===== src/rtl/fetch_pkg.sv =====
// Shared constants and helpers for the instruction-fetch sequencer.
package fetch_pkg;

  localparam int INST_W = 32;
  localparam int ADDR_W = 32;

  localparam logic [INST_W-1:0] NOP_INST_DEF = 32'h0000_0013;
  localparam logic [ADDR_W-1:0] RESET_PC_DEF = 32'h0000_0000;

  // Width of counters that must hold 0..depth inclusive.
  function automatic int cred_w(input int depth);
    return $clog2(depth) + 1;
  endfunction

  function automatic logic [ADDR_W-1:0] pc_inc(input logic [ADDR_W-1:0] pc);
    return pc + ADDR_W'(4);
  endfunction

endpackage


===== src/rtl/fetch_fifo.sv =====
// Instruction buffer: power-of-2 synchronous FIFO with synchronous clear.
module fetch_fifo
  import fetch_pkg::*;
#(
  parameter int DEPTH = 2
) (
  input  logic                       clk,
  input  logic                       rst,
  input  logic                       clr,
  input  logic                       push,
  input  logic                       pop,
  input  logic [INST_W-1:0]          wdata,
  output logic [INST_W-1:0]          rdata,
  output logic [cred_w(DEPTH)-1:0]   count
);

  localparam int AW = $clog2(DEPTH);
  localparam int CW = cred_w(DEPTH);
  localparam logic [CW-1:0] FULL = CW'(DEPTH);

  logic [INST_W-1:0] mem [DEPTH];
  logic [AW-1:0]     rd_ptr;
  logic [AW-1:0]     wr_ptr;
  logic              do_pop;
  logic              do_push;

  // Pop wins; a push into a full buffer is only taken alongside a pop.
  assign do_pop  = pop && (count != '0);
  assign do_push = push && ((count != FULL) || do_pop);
  assign rdata   = mem[rd_ptr];

  always_ff @(posedge clk) begin
    if (rst || clr) begin
      rd_ptr <= '0;
      wr_ptr <= '0;
      count  <= '0;
    end else begin
      if (do_pop) begin
        rd_ptr <= rd_ptr + AW'(1);
      end
      if (do_push) begin
        wr_ptr <= wr_ptr + AW'(1);
      end
      case ({do_push, do_pop})
        2'b10:   count <= count + CW'(1);
        2'b01:   count <= count - CW'(1);
        default: count <= count;
      endcase
    end
  end

  always_ff @(posedge clk) begin
    if (do_push) begin
      mem[wr_ptr] <= wdata;
    end
  end

endmodule


===== src/rtl/fetch_ctrl.sv =====
// Fetch sequencer: credit-limited in-order requests, response buffering,
// and redirect with flush of buffered and in-flight fetches.
module fetch_ctrl
  import fetch_pkg::*;
#(
  parameter logic [ADDR_W-1:0] RESET_PC   = RESET_PC_DEF,
  parameter int                FIFO_DEPTH = 2,
  parameter logic [INST_W-1:0] NOP_INST   = NOP_INST_DEF
) (
  input  logic              clk,
  input  logic              rst,
  input  logic              pc_stall,
  input  logic              br_ctrl,
  input  logic [ADDR_W-1:0] br_addr,
  output logic              imem_req,
  output logic [ADDR_W-1:0] imem_addr,
  input  logic              imem_gnt,
  input  logic              imem_rvalid,
  input  logic [INST_W-1:0] imem_rdata,
  output logic              if_valid,
  output logic [INST_W-1:0] if_inst,
  output logic [ADDR_W-1:0] if_pc
);

  localparam int            CW         = cred_w(FIFO_DEPTH);
  localparam logic [CW:0]   CREDIT_MAX = (CW+1)'(FIFO_DEPTH);

  logic [ADDR_W-1:0] fetch_pc;
  logic [ADDR_W-1:0] head_pc;
  logic [CW-1:0]     outst;
  logic [CW-1:0]     drop_cnt;
  logic [CW-1:0]     count;
  logic [INST_W-1:0] head_inst;
  logic [CW:0]       credit_used;
  logic              pop;
  logic              issue;
  logic              ret;
  logic              drop;
  logic              push;
  logic              fifo_pop;

  assign if_valid    = (count != '0);
  assign pop         = if_valid && !pc_stall;
  assign credit_used = {1'b0, outst} + {1'b0, count} - (CW+1)'(pop);
  assign imem_req    = !rst && !br_ctrl && (credit_used < CREDIT_MAX);
  assign issue       = imem_req && imem_gnt;

  // Saturating return so a protocol violation cannot wrap the in-flight count.
  assign ret      = imem_rvalid && (outst != '0);
  assign drop     = imem_rvalid && (br_ctrl || (drop_cnt != '0));
  assign push     = imem_rvalid && !drop;
  assign fifo_pop = pop && !br_ctrl;

  assign imem_addr = fetch_pc;
  assign if_pc     = head_pc;
  assign if_inst   = if_valid ? head_inst : NOP_INST;

  always_ff @(posedge clk) begin
    if (rst) begin
      fetch_pc <= RESET_PC;
      head_pc  <= RESET_PC;
      outst    <= '0;
      drop_cnt <= '0;
    end else begin
      outst <= outst + CW'(issue) - CW'(ret);
      if (br_ctrl) begin
        fetch_pc <= br_addr;
        head_pc  <= br_addr;
        // outst already counts responses marked stale by an earlier redirect,
        // so every request still in flight after this cycle becomes stale.
        drop_cnt <= outst - CW'(ret);
      end else begin
        if (issue) begin
          fetch_pc <= pc_inc(fetch_pc);
        end
        if (pop) begin
          head_pc <= pc_inc(head_pc);
        end
        if (imem_rvalid && (drop_cnt != '0)) begin
          drop_cnt <= drop_cnt - CW'(1);
        end
      end
    end
  end

  fetch_fifo #(
    .DEPTH (FIFO_DEPTH)
  ) u_fifo (
    .clk   (clk),
    .rst   (rst),
    .clr   (br_ctrl),
    .push  (push),
    .pop   (fifo_pop),
    .wdata (imem_rdata),
    .rdata (head_inst),
    .count (count)
  );

endmodule


===== config.mk =====
export PLATFORM = sky130hd
export DESIGN_NAME = fetch_ctrl
export DESIGN_NICKNAME = d
export VERILOG_FILES = /design/src/rtl/fetch_pkg.sv /design/src/rtl/fetch_fifo.sv /design/src/rtl/fetch_ctrl.sv
export SDC_FILE = /design/constraint.sdc
export NUM_CORES = 1
export LEC_CHECK = 0
export ABC_CLOCK_PERIOD_IN_PS = 3000
export CAP_MARGIN = 20
export CORE_MARGIN = 4
export CORE_UTILIZATION = 35
export DETAILED_ROUTE_END_ITERATION = 6
export GPL_ROUTABILITY_DRIVEN = 1
export GPL_TIMING_DRIVEN = 0
export SLEW_MARGIN = 20
export SYNTH_ARGS = -nofsm -noshare
export SYNTH_HDL_FRONTEND = slang
export SYNTH_SLANG_ARGS = --single-unit

===== constraint.sdc =====
create_clock -name clk -period 3 [get_ports clk]
set_clock_uncertainty 0.15 [all_clocks]
set_input_delay 0.6 -clock clk [delete_from_list [all_inputs] [get_ports clk]]
set_output_delay 0.6 -clock clk [all_outputs]
set_load 0.05 [all_outputs]

==> key figures <==
Yosys
  • Post-synthesis compound-gate area fraction: 0.124
  • Synth Instances: 610
  • Synth top area cells: edfxtp_1 30%, dfxtp_1 23%, mux2i_1 5.0%, xnor2_1 4.5%, nor2_1 3.7%
  • Synth warn: 0
  • Syn Std Cell Area: around 0.0064 mm2
  • Avg Inst Size Synth: approximately 10 um2
  • Post-synthesis mux area share: 0.0522
  • Dominant combinational cell family by area after synthesis: simple AND/OR/NAND/NOR gates
  • Net Count, Synth: 689
  • Number of distinct library cells after synthesis: between 50 and 60
  • Register area share after synthesis: 0.532
  • FFs w/ async S/R, synth: 0
  • Synth Area in Simple Gates: 0.176
  • Post-Synth Adder-Cell Area: 0.0189
  • Top_reg_cell synth: dfxtp_1
  • #FFs+latches synth: between 100 and 150
  • Post-synth EDFFs: 64
  • Post-Synth XOR/XNOR Area: 0.0675
  • Share of the synthesized area in the top cell type: 0.302
  • Yosys top cell by area: edfxtp_1

Place
  • Placed instance area: around 0.0084 mm2
  • Detail Placement HPWL: 14.3 mm
  • Quantity of I/O buffers inserted on ports: approximately 170
  • Routability cong.: 0.823

Outcome
  • Status: finished, final reports clean

Clocking
  • Clock sink count: 137
  • CTS HTree Levels: 4
  • Clock-pin slew on the worst setup and hold paths: 50 ps
  • Worst-Skew Late Latency: 410 ps
  • CTS Buf Count: 17
  • CTS max path bufs: 2
  • CTS tree: yes
  • Root buffer cell: clkbuf_16
  • Hold-fix buffers, CTS: 0

Finish
  • Fin nets: around 900
  • Diode count: 0
  • Fin area: approximately 0.0090 mm2
  • Layout cell share with drive strength beyond 1: 0.0858
  • Util after Layout: 0.505
  • Synth-to-Final Area Change: 42.3%

STA
  • Rel. slew slack: 0.355
  • Final Hold Fails: 0
  • Worst-Margin Slew: 960 ps
  • Max frequency: roughly 340 MHz
  • Tcrit/Tclk final: 0.975
  • Hold WS: between 300 and 400 ps
  • RSZ-0062 raised after global routing: yes
  • # setup viols final: 0
  • Fin crit period: 2920 ps
  • Pins Over Slew Limit: 0

Setup path
  • Crit Path Max Fanout: 6
  • Startpoint types: flop
  • CP required: 2250 ps
  • Crit end category: output port
  • R2R Setup Slk: about 76 ps
  • Arrival time worst endpoint: 2170 ps
  • WS Path Type: reg -> out

Die
  • Row Count: 49
  • Die span in y: ~140 um
  • I/O Pins: 168
  • Core area: ~0.018 mm2
  • Die area: 0.0204 mm2
  • Initial Util: 0.355
  • Die X: 143 um

GRT
  • Largest net degree at the start of global routing: 23
  • All-Layer GR Usage: 0.191
  • Initial antenna violation count: 1
  • First-pass GRT wire length: between 30 and 40 mm
  • Number of global-route vias before repair: 5,577
  • Total gr overflow: 0

Drt
  • First DRT Iteration DRCs: about 340
  • Final WL: between 15 and 20 mm
  • Vias/cell: around 5.2
  • Pre-antenna DRT Iters: 5
  • Post-route ant nets: 0
  • DR WL/cell: 18.4 um
  • Vias: between 5,000 and 6,000
  • DRC Markers: 0

Min path
  • Worst min path class: reg -> reg

Pwr
  • Max VDD drop: 0.000437 V
  • PwrDens: 601 mW/mm2
  • Static Leak: roughly 3.1 nW

Job
  • Maxcap violations: 0
==> cell usage in the layout (no fill, tap or decap), drive strengths merged, types with 15 or more instances in the layout <==
cell	count
dlygate4sd2	28
a21oi	17
nand3	26
mux2i	32
xnor2	33
a21boi	28
nor3	16
buf	16
nand4	17
o21a	19
edfxtp	64
clkbuf	40
inv	15
dfxtp	73
clkdlybuf4s50	132
xor2	16
nor2	63
nand2	46
==> stage by stage <==
stage	setup TNS [ps]	total power [mW]	cells	setup slack, ps
after floorplan	0	2.88	610	87.4
after global placement	-72950	3.28	1006	-1000
after detailed placement	-26730	3.31	1008	-1000
after CTS	0	5.47	1043	1.21
after global routing	-123	5.66	1045	-56.7
final	0	5.43	1045	76.0
==> cells in the mapped netlist (2+ instances only) <==
master / count
o211ai_1: 4
nand3_1: 26
or2_2: 3
nor4_1: 12
ha_1: 8
a211oi_1: 11
or3_1: 8
edfxtp_1: 64
a21boi_0: 28
dfxtp_1: 73
o21ai_0: 10
o21a_1: 19
buf_1: 4
nor2_1: 63
xnor2_1: 33
o21bai_1: 3
a221oi_1: 2
and4_1: 4
nor3_1: 16
buf_2: 2
or4_1: 3
o31a_1: 6
xor2_1: 16
clkbuf_1: 22
a21oi_1: 17
inv_1: 14
and3_1: 14
nand2_1: 46
nand4b_1: 2
mux2i_1: 32
a31oi_1: 7
and2_1: 2
nand4_1: 16
==> worst max-delay path, stage by stage, from the launching register on <==
cell and delay (ps):
dfxtp_4 370, inv_1 80, ha_1 310, fa_2 410
xor2_4 220, and3_1 210, buf_6 170
==> final cells by class <==
type,instances,area [um2]
Multi-Input combinational cell,428,2840
Fill cell,1643,8860
Timing Repair Buffer,174,1730
Clock buffer,17,425
Sequential cell,137,3390
Buffer,30,135
Tap cell,229,287
Inverter,15,56.3
Clock inverter,15,176
==> final timing paths <==
path,start,endpoint,cells past startpoint
worst max-delay path,u_fifo.count[1]$_SDFFE_PP0P_,imem_req,6
worst min-delay path,if_pc[1]$_SDFFE_PP0P_,if_pc[1]$_SDFFE_PP0P_,2
worst max register to register,u_fifo.count[1]$_SDFFE_PP0P_,imem_addr[25]$_SDFFE_PP0P_,9
worst min register to register,if_pc[1]$_SDFFE_PP0P_,if_pc[1]$_SDFFE_PP0P_,2
==> registers in the layout (all words and copies together) (netlist names), named ones only <==
register,cells
drop_cnt,2
u_fifo.mem,64
u_fifo.rd_ptr,1
u_fifo.wr_ptr,1
outst,2
u_fifo.count,2
imem_addr,32
if_pc,32
==> report_power, final <==
group	internal, mW	total, mW	switching [mW]
Combinational	0.441	1.12	0.679
Clock	1.30	2.12	0.811
Sequential	2.08	2.19	0.114
==> per-layer routing <==
| layer | wire, um | track usage |
|---|---|---|
| met1 | 8300 | 0.247 |
| met4 | 523 | 0.0670 |
| met5 | 12 | 0 |
| met2 | 8860 | 0.310 |
| met3 | 1540 | 0.0499 |
==> what timing repair did <==
| item | 4_1_cts | 5_1_grt |
|---|---|---|
| gates resized for setup | 49 | 17 |
| pin swaps | 3 | 5 |
| setup endpoints to repair | 56 | 21 |
| buffers inserted | 3 | 2 |
==> cells by family after synthesis <==
group / Yosys count
buffers and inverters: 45
flip-flops: 137
multiplexers: 33
AND/OR/NAND/NOR: 224
AO/OA/AOI/OAI: 113
XOR/XNOR: 49
adder cells (fa/ha/maj): 9
Power figures use the tool's default switching activity.
